==> src/rtl/lsu_pkg.sv <==
// Shared types, mode encodings and the alignment rule for the load/store unit.
package lsu_pkg;

  typedef enum logic [2:0] {
    IDLE      = 3'd0,
    WRITE     = 3'd1,
    READ_ADDR = 3'd2,
    READ_DATA = 3'd3,
    RESP      = 3'd4
  } lsu_state_t;

  localparam logic [1:0] MODE_WORD = 2'b00;
  localparam logic [1:0] MODE_HALF = 2'b10;
  localparam logic [1:0] MODE_BYTE = 2'b11;

  // Halves need an even address; words (including the 01 alias) need a
  // multiple of four; bytes are always aligned.
  function automatic logic is_misaligned(input logic [1:0] mode, input logic [1:0] addr_lo);
    logic mis_v;
    case (mode)
      MODE_HALF: mis_v = addr_lo[0];
      MODE_BYTE: mis_v = 1'b0;
      default:   mis_v = (addr_lo != 2'b00);
    endcase
    return mis_v;
  endfunction

endpackage

==> src/rtl/load_extract.sv <==
// Little-endian lane selection and sign/zero extension of a 32-bit read word.
module load_extract
  import lsu_pkg::*;
(
  input  logic [31:0] word_in,
  input  logic [1:0]  addr_in,
  input  logic [1:0]  mode_in,
  input  logic        unsigned_in,
  output logic [31:0] result_out
);

  logic [7:0]  byte_s;
  logic [15:0] half_s;

  // Pick the addressed lane and widen it according to the access mode.
  always_comb begin
    byte_s     = 8'h00;
    half_s     = 16'h0000;
    result_out = word_in;
    case (addr_in)
      2'b00:   byte_s = word_in[7:0];
      2'b01:   byte_s = word_in[15:8];
      2'b10:   byte_s = word_in[23:16];
      2'b11:   byte_s = word_in[31:24];
      default: byte_s = 8'h00;
    endcase
    half_s = addr_in[1] ? word_in[31:16] : word_in[15:0];
    case (mode_in)
      MODE_BYTE: result_out = unsigned_in ? {24'h000000, byte_s} : {{24{byte_s[7]}}, byte_s};
      MODE_HALF: result_out = unsigned_in ? {16'h0000, half_s} : {{16{half_s[15]}}, half_s};
      default:   result_out = word_in;
    endcase
  end

endmodule

==> src/rtl/load_store_unit.sv <==
// MEM-stage access controller: one load/store per handshake, registered
// memory-side controls, one-cycle synchronous read sequencing, lane
// extraction, misalignment rejection and pipeline stall generation.
module load_store_unit
  import lsu_pkg::*;
#(
  parameter int ADDRESS_WIDTH = 8
) (
  input  logic                     clock_in,
  input  logic                     reset_in,
  input  logic                     req_valid_in,
  output logic                     req_ready_out,
  input  logic                     req_write_in,
  input  logic [1:0]               memMode_in,
  input  logic                     unsigned_in,
  input  logic [31:0]              address_in,
  input  logic [31:0]              store_data_in,
  output logic                     resp_valid_out,
  output logic [31:0]              load_data_out,
  output logic                     misaligned_out,
  output logic                     stall_out,
  output logic                     mem_write_out,
  output logic                     mem_read_en_out,
  output logic [1:0]               mem_memMode_out,
  output logic [ADDRESS_WIDTH-1:0] mem_address_out,
  output logic [31:0]              mem_write_data_out,
  input  logic [31:0]              mem_read_data_in
);

  lsu_state_t state_r;
  lsu_state_t state_next_s;

  logic                     accept_s;
  logic                     req_mis_s;
  logic                     mem_active_next_s;
  logic [ADDRESS_WIDTH-1:0] req_addr_s;
  logic [1:0]               req_mode_s;
  logic [31:0]              req_data_s;
  logic [31:0]              extract_s;

  logic [ADDRESS_WIDTH-1:0] addr_r;
  logic [1:0]               mode_r;
  logic                     unsigned_r;
  logic [31:0]              store_data_r;

  logic                     req_ready_r;
  logic                     resp_valid_r;
  logic                     misaligned_r;
  logic [31:0]              load_data_r;
  logic                     mem_write_r;
  logic                     mem_read_en_r;
  logic [1:0]               mem_mode_r;
  logic [ADDRESS_WIDTH-1:0] mem_addr_r;
  logic [31:0]              mem_wdata_r;

  // Address bits above the memory width simply wrap and are not used.
  generate
    if (ADDRESS_WIDTH < 32) begin : g_addr_wrap
      logic unused_addr_hi_s;
      assign unused_addr_hi_s = ^address_in[31:ADDRESS_WIDTH];
    end
  endgenerate

  // Request fields come straight from the inputs on the acceptance cycle,
  // from the captured copy afterwards.
  always_comb begin
    accept_s   = 1'b0;
    req_mis_s  = 1'b0;
    req_addr_s = {ADDRESS_WIDTH{1'b0}};
    req_mode_s = 2'b00;
    req_data_s = 32'h0000_0000;
    accept_s   = (state_r == IDLE) && req_valid_in;
    req_mis_s  = is_misaligned(memMode_in, address_in[1:0]);
    if (accept_s) begin
      req_addr_s = address_in[ADDRESS_WIDTH-1:0];
      req_mode_s = memMode_in;
      req_data_s = store_data_in;
    end else begin
      req_addr_s = addr_r;
      req_mode_s = mode_r;
      req_data_s = store_data_r;
    end
  end

  // Next-state selection; misaligned requests skip memory and go straight to RESP.
  always_comb begin
    state_next_s      = state_r;
    mem_active_next_s = 1'b0;
    case (state_r)
      IDLE: begin
        if (req_valid_in) begin
          if (req_mis_s) begin
            state_next_s = RESP;
          end else if (req_write_in) begin
            state_next_s = WRITE;
          end else begin
            state_next_s = READ_ADDR;
          end
        end else begin
          state_next_s = IDLE;
        end
      end
      WRITE:     state_next_s = RESP;
      READ_ADDR: state_next_s = READ_DATA;
      READ_DATA: state_next_s = RESP;
      RESP:      state_next_s = IDLE;
      default:   state_next_s = IDLE;
    endcase
    mem_active_next_s = (state_next_s == WRITE) || (state_next_s == READ_ADDR) ||
                        (state_next_s == READ_DATA);
  end

  // Stall while memory work is pending or a request is waiting in IDLE; released in RESP.
  always_comb begin
    stall_out = 1'b0;
    stall_out = (state_r == WRITE) || (state_r == READ_ADDR) || (state_r == READ_DATA) ||
                ((state_r == IDLE) && req_valid_in);
  end

  // State register.
  always_ff @(posedge clock_in or posedge reset_in) begin
    if (reset_in) begin
      state_r <= IDLE;
    end else begin
      state_r <= state_next_s;
    end
  end

  // Capture the request on acceptance and hold it for the rest of the access.
  always_ff @(posedge clock_in or posedge reset_in) begin
    if (reset_in) begin
      addr_r       <= {ADDRESS_WIDTH{1'b0}};
      mode_r       <= 2'b00;
      unsigned_r   <= 1'b0;
      store_data_r <= 32'h0000_0000;
    end else if (accept_s) begin
      addr_r       <= address_in[ADDRESS_WIDTH-1:0];
      mode_r       <= memMode_in;
      unsigned_r   <= unsigned_in;
      store_data_r <= store_data_in;
    end
  end

  // Memory-side controls, registered from the next state and zero whenever memory is idle.
  always_ff @(posedge clock_in or posedge reset_in) begin
    if (reset_in) begin
      mem_write_r   <= 1'b0;
      mem_read_en_r <= 1'b0;
      mem_mode_r    <= 2'b00;
      mem_addr_r    <= {ADDRESS_WIDTH{1'b0}};
      mem_wdata_r   <= 32'h0000_0000;
    end else begin
      mem_write_r   <= (state_next_s == WRITE);
      mem_read_en_r <= (state_next_s == READ_ADDR) || (state_next_s == READ_DATA);
      mem_mode_r    <= mem_active_next_s ? req_mode_s : 2'b00;
      mem_addr_r    <= mem_active_next_s ? req_addr_s : {ADDRESS_WIDTH{1'b0}};
      mem_wdata_r   <= (state_next_s == WRITE) ? req_data_s : 32'h0000_0000;
    end
  end

  // Handshake and response flags, registered so they line up with the state they describe.
  always_ff @(posedge clock_in or posedge reset_in) begin
    if (reset_in) begin
      req_ready_r  <= 1'b1;
      resp_valid_r <= 1'b0;
      misaligned_r <= 1'b0;
    end else begin
      req_ready_r  <= (state_next_s == IDLE);
      resp_valid_r <= (state_next_s == RESP);
      misaligned_r <= accept_s && req_mis_s;
    end
  end

  // Load result: extracted at the end of READ_DATA, cleared for store and
  // misaligned responses, otherwise held.
  always_ff @(posedge clock_in or posedge reset_in) begin
    if (reset_in) begin
      load_data_r <= 32'h0000_0000;
    end else if (state_r == READ_DATA) begin
      load_data_r <= extract_s;
    end else if (state_next_s == RESP) begin
      load_data_r <= 32'h0000_0000;
    end
  end

  load_extract u_load_extract (
    .word_in     (mem_read_data_in),
    .addr_in     (addr_r[1:0]),
    .mode_in     (mode_r),
    .unsigned_in (unsigned_r),
    .result_out  (extract_s)
  );

  assign req_ready_out      = req_ready_r;
  assign resp_valid_out     = resp_valid_r;
  assign misaligned_out     = misaligned_r;
  assign load_data_out      = load_data_r;
  assign mem_write_out      = mem_write_r;
  assign mem_read_en_out    = mem_read_en_r;
  assign mem_memMode_out    = mem_mode_r;
  assign mem_address_out    = mem_addr_r;
  assign mem_write_data_out = mem_wdata_r;

endmodule

==> config.mk <==
export PLATFORM = sky130hd
export DESIGN_NAME = load_store_unit
export DESIGN_NICKNAME = d
export VERILOG_FILES = /design/src/rtl/lsu_pkg.sv /design/src/rtl/load_extract.sv /design/src/rtl/load_store_unit.sv
export SDC_FILE = /design/constraint.sdc
export NUM_CORES = 1
export LEC_CHECK = 0
export CORE_UTILIZATION = 45
export CTS_CLUSTER_DIAMETER = 60
export DETAILED_ROUTE_END_ITERATION = 12
export PLACE_DENSITY_LB_ADDON = 0.1
export SLEW_MARGIN = 20
export SYNTH_ARGS = -nofsm -noshare
export SYNTH_HDL_FRONTEND = slang
export SYNTH_SLANG_ARGS = --single-unit
==> constraint.sdc <==
create_clock -name clock_in -period 7.4 [get_ports clock_in]
set_input_delay 1.48 -clock clock_in [delete_from_list [all_inputs] [get_ports clock_in]]
set_output_delay 1.48 -clock clock_in [all_outputs]
set_load 0.01 [all_outputs]
* Yosys cells after proc, flatten, opt, wreduce, memory -nomap -nowiden
Cells that the tools add are included.
Widths: inputs -> output; s select.
** Cells by class
- Reductions and logical operators :: 14
- Multiplexer cells :: 18
- Equality and inequality tests :: 14
** Operators with widths (number)
- $mux 32 :: 6
- $pmux 32 s2 :: 1
- $pmux 8 s4 :: 1
- $mux 16 :: 1
- $mux 8 :: 2
- $eq 2x2->1 const B :: 6
- $eq 3x2->1 const B :: 4
- $pmux 3 s3 :: 1
- $eq 3x1->1 const B :: 2
- $logic_not 3->1 :: 2
- $logic_or 1x1->1 :: 6
- $mux 2 :: 3
- $mux 3 :: 2
- $reduce_bool 2->1 :: 2
- $eq 3x3->1 const B :: 1
- $eq 2x1->1 const B :: 1
- $logic_and 1x1->1 :: 2
- $logic_not 2->1 :: 1
- $pmux 1 s2 :: 1
- $reduce_or 2->1 :: 1
** Storage, ports and cells
- Word-level logic and storage cells :: 60
- Output and inout port bits :: 80
- Register bits :: 125
- Input bits :: 103

* Logic depth before layout (Yosys ltp)
Gate-level depths: netlist (run 1).
- Word-level depth :: 9
- Mapped depth :: 7
- Mapped depth without buffers :: 4

* Cells and area by module
Synthesis (run 1) repeated with hierarchy kept, for this count alone.
** Unflattened totals
- Cells, all modules :: 429
- Area total of the unflattened synthesis :: 4366.7 um2
** Modules (own cells, without submodules)
- load_store_unit :: area each 3424.5 um2, seq. area each 2328.5 um2, cells an instance 308, times used 1
- load_extract :: area each 942.2 um2, seq. area each 0.0 um2, cells an instance 121, times used 1

* Least setup slack after synthesis (run 1)
OpenSTA, ideal clock, no wires.
- Path type :: input to output
- From :: input port req_valid_in
- To :: output port stall_out
- Data arrival time :: 1.873 ns
- Path slack :: 4.047 ns
- Data required time :: 5.920 ns
- Buffers on the path :: 0
- Stages on the path :: 3
- Path through :: nor3_1 > or2_2 > inv_1
** On the way
- Word-level cells in the longest chain between the ends :: 2
** Ends and longest elaborated chain
- from (decl) :: RTL line load_store_unit.sv:11 : input logic req_valid_in,
- $logic_and 1x1->1 :: RTL line load_store_unit.sv:117 : ((state_r == IDLE) && req_valid_in);
- $logic_or 1x1->1 :: RTL line load_store_unit.sv:116 : stall_out = (state_r == WRITE) || (state_r == READ_ADDR) || (state_r == READ_DATA) ||
- to (decl) :: RTL line load_store_unit.sv:21 : output logic stall_out,
No other way between the ends.

* Worst setup path after layout (run 1)
Same ends and word-level chain as after synthesis.

==> results of run 1 <==
worst max path at each step:
stage / start / end / slack (ns)
floorplan: reset_in / addr_r[0] / 2.59
global route: req_valid_in / stall_out / 2.95
detailed placement: req_valid_in / stall_out / 3.00
global placement: req_valid_in / stall_out / 3.01
CTS: req_valid_in / stall_out / 2.98
finish: req_valid_in / stall_out / 3.01
layout make-up:
| type | count | area (um2) | share of cell area (%) |
|---|---|---|---|
| flip-flops and latches | 125 | 3130 | 42.0 |
| multi-input cells | 209 | 1850 | 24.8 |
| repair buffers | 163 | 1610 | 21.6 |
| clock buffers | 24 | 502 | 6.73 |
| well taps | 140 | 175 | 2.35 |
| clock inverters | 8 | 153 | 2.05 |
| inverters | 8 | 32.5 | 0.436 |
sequential cells by signal, indices dropped and copies added, names as in the netlist:
register / cells
mem_write_out: 1
mem_memMode_out: 2
mem_read_en_out: 1
misaligned_out: 1
store_data_r: 32
mem_write_data_out: 32
load_data_out: 32
unsigned_r: 1
addr_r: 8
mode_r: 2
mem_address_out: 8
resp_valid_out: 1
state_r: 3
req_ready_out: 1
where the power goes:
part,internal (mW),switching (mW)
Sequential,0.913,0.172
Combinational,0.533,0.403
Clock,0.610,0.287
Total,2.06,0.861
cell usage in the layout (no fill, tap or decap), types with 2 or more instances in the layout:
master           count
o211ai_1             2
nand2_1              6
dfrtp_1            124
clkdlybuf4s50_1    157
mux2i_1             11
and3_1              33
nor2_1              26
clkbuf_1             2
buf_4                5
mux4_1               7
o21a_1               9
a22o_1               9
nor2b_1              3
o22a_1               8
clkbuf_16           17
clkinvlp_4           2
inv_1                7
mux2_2              42
bufinv_16            4
o2bb2ai_1            7
a221o_2              6
o21ai_0              3
a221o_1             10
clkbuf_8             5
o221ai_1            14
stage by stage:
stage / cells / worst slack [ns] / area, um2 / util (%)
floorplan: 373 / 2.59 / 5140 / -
CTS: 677 / 2.98 / 7460 / 67.9
detailed placement: 645 / 3.00 / 6810 / 62.0
finish: 677 / 3.01 / 7460 / 67.9
global route: 677 / 2.95 / 7460 / 67.9
global placement: 645 / 3.01 / 6800 / 61.9
layer usage:
metal / wire [um] / global-route usage (%) / share of wire (%)
met5: 0 / 0 / 0
met4: 116 / 8.78 / 0.93
met3: 1220 / 8.01 / 9.8
met2: 6040 / 34.3 / 48
met1: 5100 / 28.9 / 41
logic make-up after synthesis:
group | Yosys count | synth area share, %
DFF | 125 | 60.8
muxes | 60 | 14.9
buffers and inverters | 39 | 3.62
and+or+nand+nor | 78 | 8.17
AOI/OAI and AO/OA | 71 | 12.5
==> impl_metrics.py, run 1 <==
metrics = {
    "status": {
        "outcome": "finished clean",
    },
    "finish": {
        "syn2layout_area_growth_pct": 44.9,
        "layout.nets": 627,
        "antenna_cells": 0,
        "drive_gt1_share_pct": 17.3,
        "num-fill-cells": 840,
    },
    "yosys": {
        "syn_inst": 373,
        "syn_area_per_cell_um2": 13.8,
        "synth_area_leader_cell": "dfrtp_1",
        "synth_top_area_share_pct": 60.3,
        "syn_area_um2": 5140,
        "synth_cell_types": 35,
        "synth_area_leaders": "dfrtp_1, mux2_2, and3_1",
        "yosys_register_bits": 125,
        "synthMostInstantiatedCell": "dfrtp_1",
        "synth_edf_count": 0,
        "synth_common_cells": "dfrtp_1, mux2_2, and3_1",
        "ys.flop_type": "dfrtp_1",
        "yosysWarnings": 0,
        "synth_nets": 476,
        "synth_seq_area_share_pct": 60.8,
        "async_flop_share_pct": 100,
    },
    "sta": {
        "tightestPinTransition_ns": 1.04,
        "setup-violations-final": 0,
        "holdWs_ns": 0.490,
        "clock_skew_ns": 0.00541,
        "hold_viol": 0,
        "period_minus_slack_ns": 4.39,
        "tns_ns": 0,
        "fmax_mhz": 228,
        "rsz0062_at_grt": "no",
        "final_max_slew_viol_count": 0,
        "relSlewSlack_pct": 30.4,
        "fin_crit_sh_pct": 59.4,
    },
    "global_route": {
        "grt_pass1_wl_mm": 19.6,
        "grt_max_degree": 69,
        "grt.overflow.total": 0,
        "grt_pass1_vias": 3813,
        "grt_usage_pct": 22.4,
        "antenna_found_initial": 0,
    },
    "setup_path": {
        "rr_endpoint": "load_data_out[29]",
        "slowest_stage": "clkdlybuf4s50_1",
        "start_kind": "input pin",
        "crit_arrival_ns": 2.91,
        "worst-setup-path-type": "in2out",
        "r2r_start": "mode_r[1]",
        "crit_path_end_kind": "output pin",
        "critPathTopFamily": "buffers and inverters",
        "cp_num_buf_inv": 3,
        "critPathRequiredTime_ns": 5.92,
        "cp_num_cells": 5,
        "path_cells": "clkdlybuf4s50_1, nor3_1, or2_2, inv_1, clkdlybuf4s50_1",
        "max_stage_delay_ns": 0.55,
        "path_max_fanout": 2,
        "cpMostUsedCell": "clkdlybuf4s50_1",
        "reg2reg_depth": 4,
        "regToRegSetupSlack_ns": 4.57,
    },
    "detailed_routing": {
        "drt-total-wl_mm": 12.5,
        "drt_iter0_drc": 185,
        "drtAntennaViolNets": 0,
        "first_pass_iters": 4,
        "wl_per_cell_um": 18.4,
        "route.detailed.drc": 0,
        "via_per_inst": 5.50,
        "vias": 3723,
    },
    "placed_design": {
        "post-dp-hpwl_mm": 8.35,
        "gp_congestion": 0.790,
        "io_buffers": 158,
    },
    "clocking": {
        "root_buffer": "clkbuf_16",
        "insertion_delay_ns": 0.41,
        "cts_hold_buf": 0,
        "clk_pin_slew_worst_paths_ns": 0.05,
        "cts_max_path_buffers": 2,
        "cts_tree": "built",
        "cts_sinks": 125,
        "cts_setup_buffers": 0,
        "cts_buffers": 17,
        "post_cts_resized": 0,
        "htreeDepth": 4,
    },
    "die": {
        "core_um2": 11000,
        "dieHeight_um": 109,
        "ios": 183,
        "num_rows": 38,
        "die_w_um": 109,
        "start_util_pct": 46.8,
        "die_area_um2": 11900,
    },
    "power_and_ir_drop": {
        "ir_worst_vdd_mv": 0.279,
        "power.density_nw_per_um2": 391,
        "p_leak_nw": 3.34,
        "total_power_mw": 2.92,
    },
    "run": {
        "drv_cap": 0,
    },
    "worst_hold_path": {
        "min_path_cells": 1,
        "min_path_type": "reg2reg",
        "hold_start": "store_data_r[20]",
        "hold_end": "store_data_r[20]",
    },
}
Power figures use the tool's default switching activity.
==> run 2, diff against run 1 <==
--- a/config.mk
+++ b/config.mk
@@ -5,7 +5,7 @@
 export SDC_FILE = /design/constraint.sdc
 export NUM_CORES = 1
 export LEC_CHECK = 0
-export CORE_UTILIZATION = 45
+export CORE_UTILIZATION = 41
 export CTS_CLUSTER_DIAMETER = 60
 export DETAILED_ROUTE_END_ITERATION = 12
 export PLACE_DENSITY_LB_ADDON = 0.1
==> constraint.sdc (replaced) <==
create_clock -name clock_in -period 3.7 [get_ports clock_in]
set_input_delay 0.74 -clock clock_in [delete_from_list [all_inputs] [get_ports clock_in]]
set_output_delay 0.74 -clock clock_in [all_outputs]
set_load 0.01 [all_outputs]
==> run 2 against run 1 <==
  * First-iteration DRC count is 39% higher
  * Hold slack better by 0.00082 ns
  * Clock skew hardly changed
  * Via count is 0.30% lower
  * Global-route usage is 1.4 points lower
  * Sequential cell count stayed put
  * Combinational power is 110% higher
  * Critical endpoint unchanged
  * Largest power group unchanged
==> impl_metrics.py, run 2 (synthesis results as in run 1) <==
metrics = {
    "status": {
        "outcome": "finished clean",
    },
    "setup_path": {
        "critPathRequiredTime_ns": 2.96,
        "cpMostUsedCell": "clkdlybuf4s50_1",
        "regToRegSetupSlack_ns": 1.30,
        "crit_path_end_kind": "output pin",
        "max_stage_delay_ns": 0.56,
        "cp_num_buf_inv": 3,
        "worst-setup-path-type": "in2out",
        "cp_num_cells": 5,
        "crit_arrival_ns": 2.18,
        "path_max_fanout": 2,
        "start_kind": "input pin",
        "critPathTopFamily": "buffers and inverters",
        "crit_path_start": "req_valid_in",
        "slowest_stage": "clkdlybuf4s50_1",
        "r2r_start": "state_r[2]",
        "rr_endpoint": "load_data_out[28]",
        "crit_end": "stall_out",
        "reg2reg_depth": 4,
        "path_cells": "clkdlybuf4s50_1, nor3_1, or2_2, inv_1, clkdlybuf4s50_1",
    },
    "clocking": {
        "root_buffer": "clkbuf_16",
        "clk_pin_slew_worst_paths_ns": 0.05,
        "cts_sinks": 125,
        "cts_max_path_buffers": 2,
        "insertion_delay_ns": 0.40,
        "cts_setup_buffers": 0,
        "post_cts_resized": 0,
        "cts_buffers": 17,
        "cts_tree": "built",
        "cts_hold_buf": 0,
        "htreeDepth": 4,
    },
    "detailed_routing": {
        "drt-total-wl_mm": 12.8,
        "drtAntennaViolNets": 0,
        "first_pass_iters": 4,
        "wl_per_cell_um": 18.0,
        "vias": 3712,
        "drt_iter0_drc": 257,
        "via_per_inst": 5.24,
        "route.detailed.drc": 0,
    },
    "sta": {
        "period_minus_slack_ns": 2.92,
        "rsz0062_at_grt": "no",
        "final_max_slew_viol_count": 0,
        "relSlewSlack_pct": 27.6,
        "holdWs_ns": 0.491,
        "fmax_mhz": 343,
        "clock_skew_ns": 0.00544,
        "hold_viol": 0,
        "worst_slack_ns": 0.781,
        "setup-violations-final": 0,
        "tightestPinTransition_ns": 1.08,
        "tns_ns": 0,
        "fin_crit_sh_pct": 78.9,
    },
    "finish": {
        "utilization_pct": 61.8,
        "finalInstanceArea_um2": 7480,
        "antenna_cells": 0,
        "num-fill-cells": 1000,
        "drive_gt1_share_pct": 17.4,
        "layout.nets": 632,
        "layout_common_cells": "clkdlybuf4s50_1, dfrtp_1, mux2_2",
        "mostFrequentLayoutCell": "clkdlybuf4s50_1",
        "syn2layout_area_growth_pct": 45.5,
        "seq_area_um2": 3130,
        "fin_cells": 709,
        "multi_input_area_um2": 1840,
    },
    "die": {
        "num_rows": 40,
        "start_util_pct": 42.5,
        "die_w_um": 114,
        "ios": 183,
        "core_um2": 12100,
        "die_area_um2": 13000,
        "dieHeight_um": 114,
    },
    "placed_design": {
        "gp_congestion": 0.805,
        "post-dp-hpwl_mm": 8.46,
        "io_buffers": 158,
        "dpl_worst_slack_ns": 0.782,
        "post_dp_cell_area_um2": 6890,
        "dp_cells": 678,
    },
    "global_route": {
        "grt_pass1_vias": 3910,
        "antenna_found_initial": 0,
        "grt_usage_pct": 20.9,
        "grt_pass1_wl_mm": 20.5,
        "grt.overflow.total": 0,
        "grt_max_degree": 80,
    },
    "power_and_ir_drop": {
        "seqPwrFrac_pct": 36.5,
        "clockPowerShare_pct": 29.2,
        "total_power_mw": 5.74,
        "combPwrFrac_pct": 34.3,
        "power.switching_mw": 1.71,
        "ir_worst_vdd_mv": 0.476,
        "power.density_nw_per_um2": 767,
        "swShare_pct": 29.8,
        "power.internal_mw": 4.03,
        "p_leak_nw": 3.35,
    },
    "run": {
        "drv_cap": 0,
    },
    "worst_hold_path": {
        "min_path_type": "reg2reg",
    },
}
## run 2: worst min-delay path by stage
stage | slack (ns) | from | depth (start not counted) | endpoint
2_1_floorplan | 0.47 | addr_r[7] | 1 | addr_r[7]
5_1_grt | 0.50 | store_data_r[23] | 1 | store_data_r[23]
4_1_cts | 0.49 | store_data_r[27] | 1 | store_data_r[27]
6_report | 0.49 | store_data_r[12] | 1 | store_data_r[12]
3_3_place_gp | 0.47 | store_data_r[9] | 1 | store_data_r[9]
3_5_place_dp | 0.48 | load_data_out[0] | 1 | load_data_out[0]
## run 2: layout make-up
class / instances / share of cell area, %
timing repair buffer: 168 / 22.2
sequential: 125 / 41.8
clock inverter: 7 / 1.47
inverter: 8 / 0.451
multi-input combinational: 209 / 24.6
tap: 168 / 2.81
clock buffer: 24 / 6.57
## run 2: per-layer routing
metal | wire length [um] | share of wire (%) | vias up | track usage (%)
li1 | - | - | 1700 | -
met3 | 1030 | 8.0 | 12 | 7.07
met4 | 142 | 1.1 | 0 | 7.36
met5 | 0 | 0 | - | 0
met2 | 6120 | 48 | 135 | 33.2
met1 | 5460 | 43 | 1865 | 26.9
## run 2: power by group through the flow
stage / logic (mW) / registers, mW / clock network, mW
finish: 1.97 / 2.10 / 1.68
global route: 2.14 / 2.15 / 1.77
CTS: 1.98 / 2.10 / 1.71
detailed placement: 1.97 / 2.12 / 0
global placement: 1.93 / 2.10 / 0
floorplan: 1.22 / 2.08 / 0
==> run 3, diff against run 2 <==
==> constraint.sdc (replaced) <==
create_clock -name clock_in -period 2.6 [get_ports clock_in]
set_input_delay 0.52 -clock clock_in [delete_from_list [all_inputs] [get_ports clock_in]]
set_output_delay 0.52 -clock clock_in [all_outputs]
set_load 0.01 [all_outputs]
==> run 3 against run 2 <==
  * Sequential share of layout area decreased by 0.35 points
  * Non-clock buffer count increased by 4
  * Cell count rose by 0.56%
  * Worst setup slack got worse by 0.65 ns
  * Via count grew 0.86%
  * Wire length fell by 0.38%
  * Clock-buffer cell count grew 1
  * Register-to-register slack worse by 0.67 ns
  * Combinational power rose by 47%
  * Clock power increased by 42%
  * Utilization up 0.53 points
  * Global-route usage down 0.24 points
==> impl_metrics.py, run 3 (synthesis results as in run 1) <==
metrics = {
    "status": {
        "outcome": "finished clean",
    },
    "power_and_ir_drop": {
        "power.density_nw_per_um2": 1090,
        "total_power_mw": 8.24,
        "ir_worst_vdd_mv": 0.666,
        "p_leak_nw": 3.38,
    },
    "global_route": {
        "grt_pass1_vias": 3779,
        "grt_usage_pct": 20.7,
        "antenna_found_initial": 0,
        "grt.overflow.total": 0,
        "grt_max_degree": 126,
        "grt_pass1_wl_mm": 20.0,
    },
    "detailed_routing": {
        "via_per_inst": 5.25,
        "first_pass_iters": 4,
        "drt_iter0_drc": 202,
        "wl_per_cell_um": 17.8,
        "route.detailed.drc": 0,
        "vias": 3744,
        "drtAntennaViolNets": 0,
        "drt-total-wl_mm": 12.7,
    },
    "finish": {
        "layout.nets": 636,
        "mostFrequentLayoutCell": "clkdlybuf4s50_1",
        "syn2layout_area_growth_pct": 46.7,
        "finalInstanceArea_um2": 7550,
        "layout_common_cells": "clkdlybuf4s50_1, dfrtp_1, mux2_2",
        "antenna_cells": 0,
        "drive_gt1_share_pct": 18.2,
    },
    "setup_path": {
        "r2r_start": "state_r[1]",
        "crit_arrival_ns": 1.95,
        "critPathRequiredTime_ns": 2.08,
        "path_max_fanout": 2,
        "worst-setup-path-type": "in2out",
        "reg2reg_depth": 6,
        "crit_path_start": "req_valid_in",
        "start_kind": "input pin",
        "crit_path_end_kind": "output pin",
    },
    "clocking": {
        "cts_buffers": 17,
        "cts_hold_buf": 0,
        "htreeDepth": 4,
        "cts_sinks": 125,
        "post_cts_resized": 0,
        "clk_pin_slew_worst_paths_ns": 0.05,
        "insertion_delay_ns": 0.42,
        "cts_setup_buffers": 0,
        "root_buffer": "clkbuf_16",
        "cts_tree": "built",
        "cts_max_path_buffers": 2,
    },
    "placed_design": {
        "gp_congestion": 0.803,
        "dpl_worst_slack_ns": 0.129,
        "post-dp-hpwl_mm": 8.36,
        "io_buffers": 158,
        "post_dp_cell_area_um2": 6940,
    },
    "sta": {
        "rsz0062_at_grt": "no",
        "worst_slack_ns": 0.129,
        "relSlewSlack_pct": 54.7,
        "hold_viol": 0,
        "tns_ns": 0,
        "setup-violations-final": 0,
        "fin_crit_sh_pct": 95.0,
        "fmax_mhz": 405,
        "clock_skew_ns": 0.00717,
        "tightestPinTransition_ns": 0.680,
        "period_minus_slack_ns": 2.47,
        "final_max_slew_viol_count": 0,
    },
    "worst_hold_path": {
        "min_path_type": "reg2reg",
        "min_path_cells": 1,
        "hold_start": "load_data_out[4]",
    },
    "die": {
        "num_rows": 40,
        "die_area_um2": 13000,
        "start_util_pct": 42.5,
        "die_w_um": 114,
        "dieHeight_um": 114,
        "ios": 183,
        "core_um2": 12100,
    },
    "run": {
        "drv_cap": 0,
    },
}
==> run 3: area by class of cell <==
class	count	area [um2]
Fill cell	1016	4560
Sequential cell	125	3130
Clock buffer	25	526
Timing Repair Buffer	172	1720
Tap cell	168	210
Inverter	8	33.8
Multi-Input combinational cell	209	1840
Clock inverter	6	80.1
==> run 3: power breakdown <==
| group | internal, mW | switching, mW |
|---|---|---|
| Clock | 1.58 | 0.806 |
| Combinational | 1.60 | 1.30 |
| Sequential | 2.60 | 0.355 |
| Total | 5.78 | 2.46 |
==> run 3: path summary, 6_finish.rpt <==
kind / end / slack (ns)
worst max-delay path: stall_out / 0.13
worst min-delay path: load_data_out[4] / 0.49
worst max register to register: mem_read_en_out / 0.63
worst min register to register: load_data_out[4] / 0.49
max in group asynchronous: addr_r[3] / 1.43
min in group asynchronous: store_data_r[6] / 0.65
==> run 3: per-layer routing <==
metal | routed length (um) | up-vias | GRT usage, %
met5 | 0 | - | 0
met4 | 214 | 0 | 8.31
met3 | 1020 | 16 | 8.18
met2 | 6160 | 147 | 32.4
met1 | 5310 | 1876 | 25.7
li1 | - | 1705 | -
==> run 3: critical path, stage by stage <==
cell and delay (ns):
clkdlybuf4s50_1 0.48, nor3_1 0.05, or2_2 0.28, inv_1 0.06, clkdlybuf4s50_1 0.55
==> run 3: stage by stage <==
step           instances  util [%]  hold WS, ns
6_report             713      62.3        0.487
5_1_grt              713      62.3        0.500
4_1_cts              713      62.3        0.491
3_5_place_dp         682      57.3        0.474
3_3_place_gp         682      57.3        0.474
2_1_floorplan        373         -        0.466
